==> src/rtl/reset_sequencer.sv <==
// Power-on reset sequencer: stretches reset until PLL lock is stable, then releases
// per-domain resets in order. Optional sticky reset-cause register via RESET_SEQ_CAUSE_EN.
module reset_sequencer #(
  parameter int unsigned NumStages     = 3,
  parameter int unsigned HoldCycles    = 16,
  parameter int unsigned StageGap      = 4,
  parameter int unsigned LockSyncDepth = 2
) (
  input  logic                 clk,
  input  logic                 reset_in,
  input  logic                 lock_in,
  input  logic                 soft_req,
  output logic [NumStages-1:0] rst_n_out,
  output logic                 ready,
  output logic [1:0]           cause
);

  localparam int unsigned CntMax = (HoldCycles > StageGap) ? HoldCycles : StageGap;
  localparam int unsigned CntW   = $clog2(CntMax) + 1;
  localparam int unsigned IdxW   = $clog2(NumStages + 1);

  localparam logic [CntW-1:0] HoldLast = CntW'(HoldCycles - 1);
  localparam logic [CntW-1:0] GapLast  = CntW'(StageGap - 1);
  localparam logic [IdxW-1:0] IdxLast  = IdxW'(NumStages - 1);

  typedef enum logic [2:0] {
    S_HOLD,
    S_WAIT_LOCK,
    S_STRETCH,
    S_RELEASE,
    S_RUN
  } state_e;

  state_e                 state_q, state_d;
  logic [CntW-1:0]        cnt_q, cnt_d;
  logic [IdxW-1:0]        idx_q, idx_d;
  logic [NumStages-1:0]   rst_q, rst_d;
  logic                   ready_q, ready_d;
  logic [LockSyncDepth-1:0] sync_q;

  logic lock_s;
  logic busy;
  logic lock_loss;
  logic soft_hit;

  // Lock synchronizer: lock_in is asynchronous to clk.
  always_ff @(posedge clk or negedge reset_in) begin
    if (!reset_in) sync_q <= '0;
    else           sync_q <= {sync_q[LockSyncDepth-2:0], lock_in};
  end

  assign lock_s    = sync_q[LockSyncDepth-1];
  assign busy      = (state_q == S_STRETCH) || (state_q == S_RELEASE) || (state_q == S_RUN);
  assign lock_loss = busy && !lock_s;
  assign soft_hit  = busy && lock_s && soft_req;

  always_ff @(posedge clk or negedge reset_in) begin
    if (!reset_in) begin
      state_q <= S_HOLD;
      cnt_q   <= '0;
      idx_q   <= '0;
      rst_q   <= '0;
      ready_q <= 1'b0;
    end else begin
      state_q <= state_d;
      cnt_q   <= cnt_d;
      idx_q   <= idx_d;
      rst_q   <= rst_d;
      ready_q <= ready_d;
    end
  end

  always_comb begin
    state_d = state_q;
    cnt_d   = cnt_q;
    idx_d   = idx_q;
    rst_d   = rst_q;
    ready_d = ready_q;

    case (state_q)
      S_HOLD: state_d = S_WAIT_LOCK;

      S_WAIT_LOCK: begin
        if (lock_s) begin
          state_d = S_STRETCH;
          cnt_d   = '0;
        end
      end

      S_STRETCH: begin
        if (cnt_q == HoldLast) begin
          rst_d[0] = 1'b1;
          cnt_d    = '0;
          idx_d    = IdxW'(1);
          if (NumStages == 1) begin
            state_d = S_RUN;
            ready_d = 1'b1;
          end else begin
            state_d = S_RELEASE;
          end
        end else begin
          cnt_d = cnt_q + CntW'(1);
        end
      end

      S_RELEASE: begin
        if (cnt_q == GapLast) begin
          for (int k = 0; k < NumStages; k++) begin
            if (idx_q == IdxW'(k)) rst_d[k] = 1'b1;
          end
          idx_d = idx_q + IdxW'(1);
          cnt_d = '0;
          if (idx_q == IdxLast) begin
            state_d = S_RUN;
            ready_d = 1'b1;
          end
        end else begin
          cnt_d = cnt_q + CntW'(1);
        end
      end

      S_RUN: ;

      default: state_d = S_HOLD;
    endcase

    // Lock loss outranks a simultaneous soft request.
    if (lock_loss) begin
      state_d = S_WAIT_LOCK;
      cnt_d   = '0;
      idx_d   = '0;
      rst_d   = '0;
      ready_d = 1'b0;
    end else if (soft_hit) begin
      state_d = S_STRETCH;
      cnt_d   = '0;
      idx_d   = '0;
      rst_d   = '0;
      ready_d = 1'b0;
    end
  end

  assign rst_n_out = rst_q;
  assign ready     = ready_q;

`ifdef RESET_SEQ_CAUSE_EN
  logic [1:0] cause_q, cause_d;

  always_comb begin
    cause_d = cause_q;
    if (lock_loss)     cause_d = 2'b01;
    else if (soft_hit) cause_d = 2'b10;
  end

  always_ff @(posedge clk or negedge reset_in) begin
    if (!reset_in) cause_q <= 2'b00;
    else           cause_q <= cause_d;
  end

  assign cause = cause_q;
`else
  assign cause = 2'b00;
`endif

endmodule

==> config.mk <==
export PLATFORM = sky130hd
export DESIGN_NAME = reset_sequencer
export DESIGN_NICKNAME = d
export VERILOG_FILES = /design/src/rtl/reset_sequencer.sv
export SDC_FILE = /design/constraint.sdc
export NUM_CORES = 1
export LEC_CHECK = 0
export ABC_AREA = 1
export BUFFER_PORTS_ARGS = -buffer_cell sky130_fd_sc_hd__buf_4
export CAP_MARGIN = 20
export CORE_ASPECT_RATIO = 0.9
export CORE_MARGIN = 2
export CORE_UTILIZATION = 29
export DETAILED_ROUTE_END_ITERATION = 10
export GPL_ROUTABILITY_DRIVEN = 0
export PLACE_DENSITY_LB_ADDON = 0.15
export REMOVE_ABC_BUFFERS = 1
export SYNTH_ARGS = -nofsm -noshare
export SYNTH_HDL_FRONTEND = slang
export SYNTH_SLANG_ARGS = --single-unit
==> constraint.sdc <==
create_clock -name clk -period 2.1 [get_ports clk]
set_input_delay 0.42 -clock clk [delete_from_list [all_inputs] [get_ports clk]]
set_output_delay 0.42 -clock clk [all_outputs]
set_load 0.02 [all_outputs]
Yosys cells after proc, flatten, opt, wreduce, memory -nomap -nowiden
Index checks and enable logic that the tools add are counted.
{ "totals": {"regBits": 16, "latchBits": 0, "ramBits": 0, "romBits": 0, "input_bits": 4, "out_inout_bits": 6, "word_cells": 75, "n_memories": 0} }
{ "classes": {"n_addsub": 2, "mul": 0, "div_mod_pow": 0, "n_lt_le_gt_ge": 0, "n_eq_ne": 14, "shifts": 0, "n_mux": 31, "bitwise_logic": 0, "n_reduce_logical": 20} }
{ "ops": {"columns": ["cell", "n"], "rows": [
  ["two-way mux 3 bit", 9],
  ["two-way mux 5 bit", 5],
  ["!= test 4 x 3 -> 1 bit, second input constant", 4],
  ["case mux 3 bit (5 select lines)", 1],
  ["case mux 5 bit (3 select lines)", 1],
  ["nonzero test 3 bit", 4],
  ["two-way mux 2 bit", 5],
  ["AND reduction 3 bit", 3],
  ["two-way mux 1 bit", 8],
  ["== test 3 x 2 -> 1 bit, second input constant", 2],
  ["adder 5 x 1 -> 5 bit, second input constant", 1],
  ["== test 5 x 2 -> 1 bit, second input constant", 1],
  ["== test 5 x 4 -> 1 bit, second input constant", 1],
  ["AND reduction 5 bit", 1],
  ["nonzero test 5 bit", 1],
  ["!= test 4 bit, second input constant", 1],
  ["case mux 2 bit (2 select lines)", 1],
  ["AND reduction 4 bit", 1],
  ["nonzero test 4 bit", 1],
  ["== test 3 x 1 -> 1 bit, second input constant", 1],
  ["== test 3 bit, second input constant", 1],
  ["logical AND 1 bit", 3],
  ["zero test 3 bit", 1],
  ["!= test 3 bit, second input constant", 1],
  ["8 further kinds", 9]
]} }

Logic depth before layout (Yosys ltp)
Gate-level depths: netlist (run 1).
{ "logic_depth": {"depth_word": 7, "mapped_depth": 11, "ltp_nobuf": 11} }

Least setup slack after synthesis (run 1)
Ideal clock, no wire load.
{ "synth_path": {"path_kind": "register to register", "start": "register cnt_q[0]", "end": "register cnt_q[3]", "setup_time_ns": 0.065, "arrival_ns": 1.428, "required_time_ns": 2.035, "setup_slack_ns": 0.607, "path_stages_with_launch": 11, "path_buffers": 0, "synth_period_minus_slack_ns": 1.493, "path_cell_list": "dfrtp_1 ha_1 nand3_1 inv_1 ha_1 inv_1 nand2_2 nand2_4 nand2_2 or2_0 nand2_1"} }
{ "synth_via": {"elab_chain_len": 5, "elab_cells_between_ends": 8, "classes_between": "add/sub (1); eq/ne (2); mux (5)"} }
{ "synth_lines": {"columns": ["item", "line", "text"], "rows": [
  ["from (decl)", "35", "logic [CntW-1:0] cnt_q, cnt_d;"],
  ["from (signal assigned)", "66", "cnt_q <= cnt_d;"],
  ["adder 5 x 1 -> 5 bit (tied with other cells)", "102, 118", null],
  ["two-way mux 5 bit, on equally long branches", "107, 91", null],
  ["case mux 5 bit (3 select lines) *", "80", "case (state_q)"],
  ["two-way mux 5 bit *", "134", "end else if (soft_hit) begin"],
  ["two-way mux 5 bit *", "128", "if (lock_loss) begin"]
]} }
Every way passes the cells marked *; elsewhere a longest branch is shown, timed or not.
A chain may end at the register's enable or synchronous reset.

Worst setup path in the final report (run 1)
{ "layout_path": {"start": "register cnt_q[0]", "end": "register cnt_q[0]"} }
The elaborated chain is that of the path after synthesis.

==> summary.json, run 1 <==
{
  "vias_per_cell": 4.331,
  "routed-via-count": 745,
  "worstSetupPathType": "reg2reg",
  "synth.cell_area_um2": 977.2,
  "end_kind": "register",
  "cp.arrival_ns": 1.83,
  "rsz_0062_raised_after_global_routing": "false",
  "fraction_of_final_layout_cells_sized_beyond_drive_strength_1": 0.2154,
  "number_of_optimization_iterations_in_the_first_detailed_route_pass": 4,
  "reported_net_switching_power_uw": 684.1,
  "critPathCapture": "cnt_q[0]",
  "synth_cells": 121,
  "global_route_wire_length_before_repair_um": 3249,
  "max_freq_ghz": 0.6123,
  "maxCapViolCount": 0,
  "startpoint": "cnt_q[0]",
  "worstPathMaxFanout": 4,
  "core-area_um2": 3138,
  "placedInstanceArea_um2": 1064,
  "place_hpwl_um": 1366,
  "total_clock_buffers_created_by_cts": 3,
  "internal-power_uw": 778.4,
  "end_of_the_worst_register_to_register_path": "cnt_q[0]",
  "timing.final.ws_setup_ns": 0.4669,
  "critical_path.startpoint_type": "register",
  "io-pin-count": 10,
  "vdd_ir_drop_max_mv": 0.5799,
  "std_cell_rows": 19,
  "design_area_um2": 1112,
  "cts_tree": "built",
  "cts.repair_timing.setup_buffer_count": 0,
  "final.setup_skew_ns": 0.003321,
  "cts_root_buf": "sky130_fd_sc_hd__clkbuf_8",
  "drt.antenna.violating_nets": 0,
  "die_height_um": 59.07,
  "drt_wl_total_um": 1779,
  "finish.net_count": 141,
  "largest_net_degree_at_the_start_of_global_routing": 16,
  "rrSetupSlack_ns": 0.47,
  "ctsHtreeMaxLevel": 1,
  "grt_pass1_vias": 743,
  "worstHoldPathType": "in2async",
  "synthesis.area_per_instance_um2": 8.076,
  "timing.final.hold_violations": 0,
  "io_buffer_count": 7,
  "clk_transition_reported_paths_ns": 0.07,
  "maxSlewViolCount": 0,
  "power_leakage_nw": 0.6119,
  "die_w_um": 65.19,
  "run_status": "finished clean",
  "synth_cell_type_count": 25,
  "post_cts_resize_count": 0,
  "clock_sink_count": 15,
  "drc": 0,
  "overall_global_routing_resource_usage": 0.1117,
  "worst_r2r_path_depth": 10,
  "final.setup.tns_ns": 0,
  "post_drt_wl_per_cell_um": 10.34,
  "pwr-share-comb": 0.531,
  "initialDrtViolationCount": 16,
  "preCtsSetupSlack_ns": 0.4968,
  "layout.cells.most_common": "sky130_fd_sc_hd__nand2_1",
  "swShare": 0.4678,
  "min_period_ns": 1.633,
  "crit-reg2reg-launch": "cnt_q[0]",
  "initial_utilization": 0.3114,
  "grt_antenna_before_repair": 0,
  "seqPwrFrac": 0.303,
  "max-clock-path-buffers": 2,
  "crit_required_ns": 2.29,
  "globalRoute.totalOverflow": 0,
  "most-common-layout-cells": "sky130_fd_sc_hd__nand2_1, sky130_fd_sc_hd__inv_1, sky130_fd_sc_hd__dfrtp_1",
  "final.period_utilization": 0.7777,
  "setup_viol": 0,
  "clock_power_share": 0.165,
  "synth_seq_area_share": 0.3841,
  "synth_seq_cells": 15,
  "ctsHoldBuffers": 0,
  "clk-insertion-delay-late_ns": 0.25,
  "area_enclosed_by_the_die_boundary_um2": 3851,
  "power_per_cell_area_nw_per_um2": 1315,
  "flow.area_growth_from_synthesis_pct": 13.83,
  "insertedDiodeCount": 0,
  "yosysWarnings": 0
}
through the flow:
step           hold WS (ns)  instances  total power, mW    util
3_5_place_dp         0.2961        168            1.231  0.3389
3_3_place_gp         0.2928        168            1.232  0.3389
5_1_grt             0.01662        172            1.614  0.3545
2_1_floorplan        0.1244        119            1.070       -
4_1_cts             0.01657        172            1.487  0.3545
6_report            0.01527        172            1.462  0.3545
synth_stat cells (all sizes together):
library cell / instances / area (um2)
o211ai: 1 / 7.510
nand3: 14 / 97.60
buf: 3 / 22.52
inv: 17 / 63.81
nand4: 1 / 6.260
nand3b: 1 / 7.510
nor2: 4 / 15.01
clkinv: 1 / 5.000
ha: 6 / 75.07
conb: 1 / 3.750
nand2: 44 / 192.7
dfrtp: 15 / 375.4
xor2: 2 / 17.52
o21ai: 7 / 61.31
nor3b: 1 / 7.510
or2: 3 / 18.77
cell families (layout without fill, tap and decap cells):
group	count (synthesis)	after routing	synth area share
AOI/OAI and AO/OA	8	8	0.07043
DFF	15	15	0.3841
xor gates and xnor gates	2	2	0.01793
other	1	2	0.003838
and+or+nand+nor	68	68	0.3534
buffers and inverters	21	29	0.09346
adders and majority gates	6	6	0.07682
power by group through the flow:
stage          clock network, mW  logic [mW]  registers (mW)
5_1_grt                    0.263       0.892           0.459
3_5_place_dp                   0       0.784           0.447
3_3_place_gp                   0       0.786           0.446
4_1_cts                    0.254       0.789           0.443
2_1_floorplan                  0       0.624           0.446
6_report                   0.242       0.777           0.444
worst min path at each step:
stage,startpoint,endpoint,slack (ns),cells past startpoint
after detailed placement,reset_in,state_q[0],0.30,1
after global placement,reset_in,state_q[2],0.29,1
after global routing,reset_in,rst_n_out[0],0.02,1
final,reset_in,rst_n_out[0],0.02,1
after floorplan,reset_in,cnt_q[0],0.12,0
after CTS,reset_in,sync_q[1],0.02,1
worst max-delay path: stages (launching register included):
cell and delay (ns):
sky130_fd_sc_hd__dfrtp_1 0.40, sky130_fd_sc_hd__ha_1 0.25, sky130_fd_sc_hd__nand3_1 0.11, sky130_fd_sc_hd__inv_1 0.05
sky130_fd_sc_hd__ha_1 0.17, sky130_fd_sc_hd__inv_1 0.06, sky130_fd_sc_hd__nand2_2 0.06, sky130_fd_sc_hd__nand2_4 0.09
sky130_fd_sc_hd__nand2_2 0.07, sky130_fd_sc_hd__or2_0 0.23, sky130_fd_sc_hd__nand2_1 0.07
final cells by class:
type	instances	area, um2
Sequential cell	15	375.4
Fill cell	352	2026
Timing Repair Buffer	7	52.55
Multi-Input combinational cell	86	514.2
Tap cell	42	52.55
Clock inverter	1	7.507
Inverter	18	68.82
Clock buffer	3	41.29
routing by layer:
metal  track usage  vias to the layer above  wire, um
met5             0                        -         0
met4       0.03571                        0        16
met3       0.04183                        2        85
met2        0.1880                       12       838
met1        0.1332                      341       839
li1              -                      390         -
state kept, by name (all words and copies together), names as in the netlist:
register,count
cnt_q,5
idx_q,2
rst_n_out,3
state_q,3
sync_q,2
Note: power is estimated with default switching activity, not from simulation.
==> inputs of run 2 (changes only) <==
Clock period 2.1 ns to 1.4 ns, I/O delays scaled along.
==> run 2 against run 1 <==
The run now ends with negative setup slack left. Core utilization grew 4.9 points. First-iteration DRC count grew 38%. Largest cell class unchanged. Register-to-register slack lost 0.54 ns. Power grew 67%. Maximum frequency grew 11%. Wire length grew 11%.
==> summary.json, run 2 (same netlist as run 1, synthesis figures left out) <==
{
  "io-pin-count": {"value": 10, "change": "unchanged"},
  "rsz_0062_raised_after_global_routing": {"value": "true", "change": "was false"},
  "seqPwrFrac": {"value": 0.270, "change": "was 0.303"},
  "io_buffer_count": {"value": 7, "change": "unchanged"},
  "layout.cells.most_common": {"value": "sky130_fd_sc_hd__nand2_1", "change": "unchanged"},
  "finish.net_count": {"value": 156, "change": "was 141"},
  "failed_checks": "negative setup slack",
  "path_cells": {"value": "ha_2, nand3_2, inv_2, ha_4, inv_2, nand2_2, nand2_4, o21ai_4, nand2_1, nand2_1, nand2_1", "change": "was ha_1, nand3_1, inv_1, ha_1, inv_1, nand2_2, nand2_4, nand2_2, or2_0, nand2_1"},
  "timing.hold.ws": {"value": 0.1340, "unit": "ns", "change": "was 0.01527 ns"},
  "n_fill_cell": {"value": 328, "change": "was 352"},
  "worstPathMaxFanout": {"value": 5, "change": "was 4"},
  "max_freq": {"value": 0.6795, "unit": "GHz", "change": "was 0.6123 GHz"},
  "critical_path.startpoint_type": {"value": "register", "change": "unchanged"},
  "final.setup.tns": {"value": -0.3777, "unit": "ns", "change": "was 0 ns"},
  "cts_tree": {"value": "built", "change": "unchanged"},
  "ctsHtreeMaxLevel": {"value": 1, "change": "unchanged"},
  "clock_sink_count": {"value": 15, "change": "unchanged"},
  "run_status": {"value": "finished, violations left", "change": "was finished clean"},
  "final.setup_skew": {"value": 0.002787, "unit": "ns", "change": "was 0.003321 ns"},
  "drt.antenna.violating_nets": {"value": 0, "change": "unchanged"},
  "cell_with_the_most_instances_on_the_worst_path": "sky130_fd_sc_hd__nand2_1",
  "reported_net_switching_power": {"value": 1.110, "unit": "mW", "change": "was 684.1 uW"},
  "die_height": {"value": 59.07, "unit": "um", "change": "unchanged"},
  "largest_register_ff_count": {"value": 5, "change": "unchanged"},
  "place_hpwl": {"value": 1496, "unit": "um", "change": "was 1366 um"},
  "area_enclosed_by_the_die_boundary": {"value": 3851, "unit": "um2", "change": "unchanged"},
  "power_per_cell_area": {"value": 1924, "unit": "nW/um2", "change": "was 1315 nW/um2"},
  "critical_path_max_stage_delay": {"value": 0.36, "unit": "ns", "change": "was 0.40 ns"},
  "routed-via-count": {"value": 795, "change": "was 745"},
  "overall_global_routing_resource_usage": {"value": 0.1174, "change": "was 0.1117"},
  "setup_viol": {"value": 7, "change": "was 0"},
  "insertedDiodeCount": {"value": 0, "change": "unchanged"},
  "internal-power": {"value": 1.328, "unit": "mW", "change": "was 778.4 uW"},
  "rrSetupSlack": {"value": -0.07, "unit": "ns", "change": "was 0.47 ns"},
  "worstHoldPathType": {"value": "in2reg", "change": "was in2async"},
  "regMostFlops": {"value": "cnt_q", "change": "unchanged"},
  "initialDrtViolationCount": {"value": 22, "change": "was 16"},
  "pwr-share-comb": {"value": 0.581, "change": "was 0.531"},
  "worst_r2r_path_depth": {"value": 11, "change": "was 10"},
  "most-common-layout-cells": {"value": "sky130_fd_sc_hd__nand2_1, sky130_fd_sc_hd__buf_4, sky130_fd_sc_hd__dfrtp_1", "change": "was sky130_fd_sc_hd__nand2_1, sky130_fd_sc_hd__inv_1, sky130_fd_sc_hd__dfrtp_1"},
  "timing.final.ws_setup": {"value": -0.07172, "unit": "ns", "change": "was 0.4669 ns"},
  "grt_antenna_before_repair": {"value": 0, "change": "unchanged"},
  "multiInputGateArea": {"value": 556.8, "unit": "um2", "change": "was 514.2 um2"},
  "min_period": {"value": 1.472, "unit": "ns", "change": "was 1.633 ns"},
  "post_drt_wl_per_cell": {"value": 10.58, "unit": "um", "change": "was 10.34 um"},
  "startpoint": {"value": "cnt_q[1]", "change": "was cnt_q[0]"},
  "power_leakage": {"value": 0.6801, "unit": "nW", "change": "was 0.6119 nW"},
  "maxCapViolCount": {"value": 0, "change": "unchanged"},
  "total_clock_buffers_created_by_cts": {"value": 3, "change": "unchanged"},
  "initial_utilization": {"value": 0.3114, "change": "unchanged"},
  "slowest_stage_cell_on_the_critical_path": {"value": "sky130_fd_sc_hd__dfrtp_1", "change": "unchanged"},
  "worstSetupPathType": {"value": "reg2reg", "change": "unchanged"},
  "maxSlewViolCount": {"value": 0, "change": "unchanged"},
  "end_kind": {"value": "register", "change": "unchanged"},
  "grt_pass1_vias": {"value": 809, "change": "was 743"},
  "globalRoute.totalOverflow": {"value": 0, "change": "unchanged"},
  "drt_wl_total": {"value": 1978, "unit": "um", "change": "was 1779 um"},
  "crit_required": {"value": 1.54, "unit": "ns", "change": "was 2.29 ns"},
  "flow.area_growth_from_synthesis": {"value": 29.71, "unit": "%", "change": "was 13.83%"},
  "critPathCapture": {"value": "rst_n_out[0]", "change": "was cnt_q[0]"},
  "std_cell_rows": {"value": 19, "change": "unchanged"},
  "largest_net_degree_at_the_start_of_global_routing": {"value": 16, "change": "unchanged"},
  "max-clock-path-buffers": {"value": 2, "change": "unchanged"},
  "global_route_wire_length_before_repair": {"value": 3429, "unit": "um", "change": "was 3249 um"},
  "cts_root_buf": {"value": "sky130_fd_sc_hd__clkbuf_8", "change": "unchanged"},
  "swShare": {"value": 0.4554, "change": "was 0.4678"},
  "end_of_the_worst_register_to_register_path": {"value": "rst_n_out[0]", "change": "was cnt_q[0]"},
  "clk-insertion-delay-late": {"value": 0.25, "unit": "ns", "change": "about the same"},
  "fraction_of_final_layout_cells_sized_beyond_drive_strength_1": {"value": 0.3448, "change": "was 0.2154"},
  "seqCellArea": {"value": 376.6, "unit": "um2", "change": "was 375.4 um2"},
  "number_of_optimization_iterations_in_the_first_detailed_route_pass": {"value": 4, "change": "unchanged"},
  "die_w": {"value": 65.19, "unit": "um", "change": "unchanged"},
  "clock_power_share": {"value": 0.150, "change": "was 0.165"},
  "final.period_utilization": {"value": 1.051, "change": "was 0.7777"},
  "core-area": {"value": 3138, "unit": "um2", "change": "unchanged"},
  "cp.arrival": {"value": 1.62, "unit": "ns", "change": "was 1.83 ns"},
  "clk_transition_reported_paths": {"value": 0.06, "unit": "ns", "change": "was 0.07 ns"},
  "drc": {"value": 0, "change": "unchanged"},
  "vdd_ir_drop_max": {"value": 0.8127, "unit": "mV", "change": "was 0.5799 mV"},
  "vias_per_cell": {"value": 4.251, "change": "was 4.331"},
  "timing.final.hold_violations": {"value": 0, "change": "unchanged"},
  "crit-reg2reg-launch": {"value": "cnt_q[1]", "change": "was cnt_q[0]"}
}
-- run 2: cell types whose count changed in the layout (fill, tap and decap cells not counted), sizes merged --
cell / delta
dlygate4sd3: +1
clkinvlp: -1
clkbuf: +1
buf: +14
-- run 2: what timing repair did --
action | in CTS | in global routing
hold endpoints to repair | 15 | 0
pin swaps | 1 | 4
hold buffers | 1 | 0
resized for setup | 3 | 11
setup buffers | 2 | 0
endpoints found under the setup margin | 10 | 13
-- run 2: metal layers --
metal,part of all wire,up-vias,wire length [um],track usage
met5,0,-,0,0
met4,0.024,0,47,0.07143
met3,0.029,5,57,0.01711
met2,0.47,11,932,0.1968
met1,0.48,360,941,0.1439
li1,-,419,-,-
-- run 2: per-stage QoR --
step	utilization	area (um2)	setup slack [ns]	total power [mW]	cells
floorplan	-	958.4	-0.09338	1.605	119
global placement	0.3676	1154	-0.08240	1.976	180
detailed placement	0.3676	1154	-0.1381	1.992	180
CTS	0.3947	1239	-0.08726	2.416	187
global route	0.4039	1267	-0.1777	2.697	187
finish	0.4039	1267	-0.07172	2.438	187
-- run 2: power by group through the flow --
stage                     Clock (mW)  Sequential, mW  Combinational, mW
final                          0.365           0.658               1.42
after global routing           0.388           0.680               1.63
after CTS                      0.377           0.644               1.39
after detailed placement           0           0.650               1.34
after global placement             0           0.645               1.33
after floorplan                    0           0.670              0.935
-- run 2: area by class of cell --
class	count	area share
Multi-Input combinational cell	86	0.4393
Sequential cell	15	0.2971
Tap cell	42	0.04146
Clock buffer	4	0.03554
Inverter	18	0.05429
Timing Repair Buffer	22	0.1323
-- run 2: critical path, delay by kind of cell (launching register included) --
| family | cells | cell delay [ns] |
|---|---|---|
| adder cells (fa/ha/maj) | 2 | 0.31 |
| AO/OA/AOI/OAI | 1 | 0.19 |
| AND/OR/NAND/NOR | 6 | 0.39 |
| buffers and inverters | 2 | 0.10 |
| flip-flops | 1 | 0.36 |
-- run 2: worst min path at each step --
stage | startpoint | end | depth (start not counted) | slack, ns
floorplan | reset_in | cnt_q[0] | 0 | -0.02
global route | lock_in | sync_q[0] | 1 | 0.13
finish | lock_in | sync_q[0] | 1 | 0.13
global placement | reset_in | state_q[0] | 1 | 0.15
detailed placement | reset_in | state_q[1] | 1 | 0.15
CTS | lock_in | sync_q[0] | 1 | 0.13
==> inputs of run 3 (changes only) <==
Settings changed: ABC_AREA 1 to unset, PLACE_DENSITY set to 0.47, PLACE_DENSITY_LB_ADDON 0.15 to unset.
==> run 3 against run 2 <==
The flow still finishes with violations (negative setup slack). Power is 60% lower. Combinational power is 83% lower. Clock power is 33% lower. Hold slack worse by 0.032 ns. Core utilization is 3.3 points higher. Synthesized area is 9.1% lower. Critical path type unchanged. Critical endpoint is now cnt_q[4]. Highest routed layer unchanged.
==> summary.json, run 3 <==
{
  "end_kind": {"value": "register", "change": "unchanged"},
  "synth_largest_type_area_fraction": {"value": 0.4225, "change": "was 0.3841"},
  "vias_per_cell": {"value": 4.732, "change": "was 4.251"},
  "min_period": {"value": 1.773, "unit": "ns", "change": "was 1.472 ns"},
  "clk_transition_reported_paths": {"value": 0.09, "unit": "ns", "change": "was 0.06 ns"},
  "post_drt_wl_per_cell": {"value": 11.90, "unit": "um", "change": "was 10.58 um"},
  "synth_edf_count": {"value": 0, "change": "unchanged"},
  "worstPathMaxFanout": {"value": 2, "change": "was 5"},
  "routed-via-count": {"value": 776, "change": "was 795"},
  "setup_viol": {"value": 13, "change": "was 7"},
  "synth_top_cells_by_count": {"value": "sky130_fd_sc_hd__dfrtp_1, sky130_fd_sc_hd__a21oi_1, sky130_fd_sc_hd__ha_1, sky130_fd_sc_hd__inv_1, sky130_fd_sc_hd__nor2_1", "change": "was sky130_fd_sc_hd__nand2_1, sky130_fd_sc_hd__dfrtp_1, sky130_fd_sc_hd__inv_1"},
  "flow.area_growth_from_synthesis": {"value": 47.18, "unit": "%", "change": "was 29.71%"},
  "design_area": {"value": 1308, "unit": "um2", "change": "was 1267 um2"},
  "most-common-layout-cells": {"value": "sky130_fd_sc_hd__buf_4, sky130_fd_sc_hd__dfrtp_1, sky130_fd_sc_hd__a21oi_1", "change": "was sky130_fd_sc_hd__nand2_1, sky130_fd_sc_hd__buf_4, sky130_fd_sc_hd__dfrtp_1"},
  "max_slew.worst_pin.slew_ns": 0.5424,
  "power_leakage": {"value": 0.5936, "unit": "nW", "change": "was 0.6801 nW"},
  "placedInstanceArea": {"value": 1121, "unit": "um2", "change": "was 1154 um2"},
  "rsz_0062_raised_after_global_routing": {"value": "true", "change": "unchanged"},
  "initial_utilization": {"value": 0.2966, "change": "was 0.3114"},
  "timing.hold.ws": {"value": 0.1020, "unit": "ns", "change": "was 0.1340 ns"},
  "worstHoldPathType": {"value": "in2reg", "change": "unchanged"},
  "synth.top_cells.by_area": {"value": "sky130_fd_sc_hd__dfrtp_1, sky130_fd_sc_hd__ha_1, sky130_fd_sc_hd__a21oi_1, sky130_fd_sc_hd__mux2_2, sky130_fd_sc_hd__a2111oi_4", "change": "was sky130_fd_sc_hd__dfrtp_1, sky130_fd_sc_hd__nand2_1, sky130_fd_sc_hd__ha_1, sky130_fd_sc_hd__inv_1, sky130_fd_sc_hd__nand3_1"},
  "place_hpwl": {"value": 1388, "unit": "um", "change": "was 1496 um"},
  "grt_antenna_before_repair": {"value": 0, "change": "unchanged"},
  "finish.net_count": {"value": 133, "change": "was 156"},
  "fraction_of_final_layout_cells_sized_beyond_drive_strength_1": {"value": 0.4590, "change": "was 0.3448"},
  "critical_path.startpoint_type": {"value": "register", "change": "unchanged"},
  "worstSetupPathType": {"value": "reg2reg", "change": "unchanged"},
  "drt_wl_total": {"value": 1952, "unit": "um", "change": "was 1978 um"},
  "power_per_cell_area": {"value": 747.6, "unit": "nW/um2", "change": "was 1924 nW/um2"},
  "overall_global_routing_resource_usage": {"value": 0.1167, "change": "was 0.1174"},
  "largest_net_degree_at_the_start_of_global_routing": {"value": 16, "change": "unchanged"},
  "cts_root_buf": {"value": "sky130_fd_sc_hd__clkbuf_4", "change": "was sky130_fd_sc_hd__clkbuf_8"},
  "die_height": {"value": 56.51, "unit": "um", "change": "was 59.07 um"},
  "global_route_wire_length_before_repair": {"value": 3318, "unit": "um", "change": "was 3429 um"},
  "grt_pass1_vias": {"value": 728, "change": "was 809"},
  "maxSlewViolCount": {"value": 0, "change": "unchanged"},
  "die_w": {"value": 62.34, "unit": "um", "change": "was 65.19 um"},
  "drt.antenna.violating_nets": {"value": 0, "change": "unchanged"},
  "post-synth-top-count-cell": {"value": "sky130_fd_sc_hd__dfrtp_1", "change": "was sky130_fd_sc_hd__nand2_1"},
  "max-clock-path-buffers": {"value": 2, "change": "unchanged"},
  "core-area": {"value": 2995, "unit": "um2", "change": "was 3138 um2"},
  "regMostFlops": {"value": "cnt_q", "change": "unchanged"},
  "synth_area_leader_cell": {"value": "sky130_fd_sc_hd__dfrtp_1", "change": "unchanged"},
  "std_cell_rows": {"value": 19, "change": "unchanged"},
  "run_status": {"value": "finished, violations left", "change": "unchanged"},
  "maxCapViolCount": {"value": 0, "change": "unchanged"},
  "total_clock_buffers_created_by_cts": {"value": 3, "change": "unchanged"},
  "io_buffer_count": {"value": 7, "change": "unchanged"},
  "path_cells": {"value": "ha_2, buf_6, nor4b_4, buf_4, nor2_2, mux2_4, a32o_1", "change": "was ha_2, nand3_2, inv_2, ha_4, inv_2, nand2_2, nand2_4, o21ai_4, nand2_1, nand2_1, nand2_1"},
  "n_fill_cell": {"value": 304, "change": "was 328"},
  "cts_tree": {"value": "built", "change": "unchanged"},
  "final.period_utilization": {"value": 1.266, "change": "was 1.051"},
  "synth_seq_area_share": {"value": 0.4225, "change": "was 0.3841"},
  "yosysWarnings": {"value": 0, "change": "unchanged"},
  "synthesis.area_per_instance": {"value": 10.21, "unit": "um2", "change": "was 8.076 um2"},
  "synth_seq_cells": {"value": 15, "change": "unchanged"},
  "layout.cells.most_common": {"value": "sky130_fd_sc_hd__buf_4", "change": "was sky130_fd_sc_hd__nand2_1"},
  "max_freq": {"value": 0.5640, "unit": "GHz", "change": "was 0.6795 GHz"},
  "dominantRegCellSynth": {"value": "sky130_fd_sc_hd__dfrtp_1", "change": "unchanged"},
  "io-pin-count": {"value": 10, "change": "unchanged"},
  "insertedDiodeCount": {"value": 0, "change": "unchanged"},
  "hold_path_startpoint": {"value": "lock_in", "change": "unchanged"},
  "clk-insertion-delay-late": {"value": 0.28, "unit": "ns", "change": "was 0.25 ns"},
  "synth_cells": {"value": 87, "change": "was 121"},
  "critical_path_max_stage_delay": {"value": 0.36, "unit": "ns", "change": "about the same"},
  "report.power.total": {"value": 977.6, "unit": "uW", "change": "was 2.438 mW"},
  "synth_cell_type_count": {"value": 32, "change": "was 25"},
  "drc": {"value": 0, "change": "unchanged"},
  "crit-reg2reg-launch": {"value": "cnt_q[0]", "change": "was cnt_q[1]"},
  "initialDrtViolationCount": {"value": 18, "change": "was 22"},
  "largest_register_ff_count": {"value": 5, "change": "unchanged"},
  "ctsHtreeMaxLevel": {"value": 1, "change": "unchanged"},
  "timing.final.ws_setup": {"value": -0.3731, "unit": "ns", "change": "was -0.07172 ns"},
  "failed_checks": {"value": "negative setup slack", "change": "unchanged"},
  "vdd_ir_drop_max": {"value": 0.4539, "unit": "mV", "change": "was 0.8127 mV"},
  "clock_sink_count": {"value": 15, "change": "unchanged"},
  "number_of_optimization_iterations_in_the_first_detailed_route_pass": {"value": 4, "change": "unchanged"},
  "cp.arrival": {"value": 1.95, "unit": "ns", "change": "was 1.62 ns"},
  "maxSlewHeadroom": 0.6367,
  "startpoint": {"value": "cnt_q[0]", "change": "was cnt_q[1]"},
  "final.setup_skew": {"value": 0.0007189, "unit": "ns", "change": "was 0.002787 ns"},
  "timing.final.hold_violations": {"value": 0, "change": "unchanged"},
  "synth.cell_area": {"value": 888.4, "unit": "um2", "change": "was 977.2 um2"},
  "async_reset_ff_frac": {"value": 1.000, "change": "unchanged"},
  "globalRoute.totalOverflow": {"value": 0, "change": "unchanged"},
  "crit_required": {"value": 1.57, "unit": "ns", "change": "was 1.54 ns"},
  "preCtsSetupSlack": {"value": -0.5582, "unit": "ns", "change": "was -0.1381 ns"},
  "area_enclosed_by_the_die_boundary": {"value": 3523, "unit": "um2", "change": "was 3851 um2"},
  "slowest_stage_cell_on_the_critical_path": {"value": "sky130_fd_sc_hd__dfrtp_1", "change": "unchanged"}
}
-- run 3: path summary, 6_finish.rpt --
check,slack (ns),end,cells after the start
setup / recovery,-0.37,cnt_q[4],7
hold / removal,0.10,sync_q[0],1
setup reg to reg,-0.37,cnt_q[4],7
hold reg to reg,0.37,sync_q[1],0
max in group asynchronous,0.84,sync_q[1],2
min in group asynchronous,0.38,state_q[1],2
-- run 3: cell type report --
| class | count | area, um2 | share of cell area |
|---|---|---|---|
| clock buffer | 4 | 26.28 | 0.02010 |
| inverter | 6 | 22.52 | 0.01722 |
| multi-input combinational | 61 | 534.3 | 0.4086 |
| sequential | 15 | 375.4 | 0.2871 |
| tap | 42 | 52.55 | 0.04019 |
| timing repair buffer | 36 | 296.5 | 0.2268 |
-- run 3: critical path: cells and delay by family, from the launching register on --
kind | cells | cell delay [ns]
compound gates | 1 | 0.24
fa+ha+maj | 1 | 0.20
buf+inv | 2 | 0.30
flops | 1 | 0.36
mux | 1 | 0.25
simple gates | 2 | 0.32
-- run 3: cell families (layout without fill, tap and decap cells) --
| group | Yosys count | count (layout) | synth area share |
|---|---|---|---|
| flip-flops | 15 | 15 | 0.4225 |
| multiplexers | 3 | 3 | 0.03803 |
| other | 1 | 2 | 0.004221 |
| buffers and inverters | 12 | 46 | 0.06338 |
| AO/OA/AOI/OAI | 23 | 23 | 0.1972 |
| adder cells (fa/ha/maj) | 6 | 6 | 0.08450 |
| AND/OR/NAND/NOR | 27 | 27 | 0.1901 |
-- run 3: repair_timing --
| item | in CTS | in global routing |
|---|---|---|
| hold buffers | 1 | 0 |
| setup buffers | 5 | 2 |
| endpoints found under the setup margin | 13 | 13 |
| pin swaps | 11 | 4 |
| endpoints found under the hold margin | 15 | 0 |
| resized for setup | 12 | 10 |
-- run 3: metrics by stage --
stage	util	cells	TNS, ns
final	0.4365	164	-3.474
after global routing	0.4365	164	-4.912
after CTS	0.4169	162	-3.736
after detailed placement	0.3743	152	-4.228
after global placement	0.3743	152	-3.738
after floorplan	-	82	-2.976
-- run 3: layer usage --
| layer | track usage | part of all wire |
|---|---|---|
| met1 | 0.1656 | 0.51 |
| met2 | 0.1739 | 0.45 |
| met3 | 0.02004 | 0.023 |
| met4 | 0.05397 | 0.015 |
| met5 | 0 | 0 |
-- run 3: power by group --
part	total, mW	internal (mW)	switching [mW]
sequential	0.485	0.459	0.0255
combinational	0.247	0.118	0.129
clock	0.246	0.110	0.135
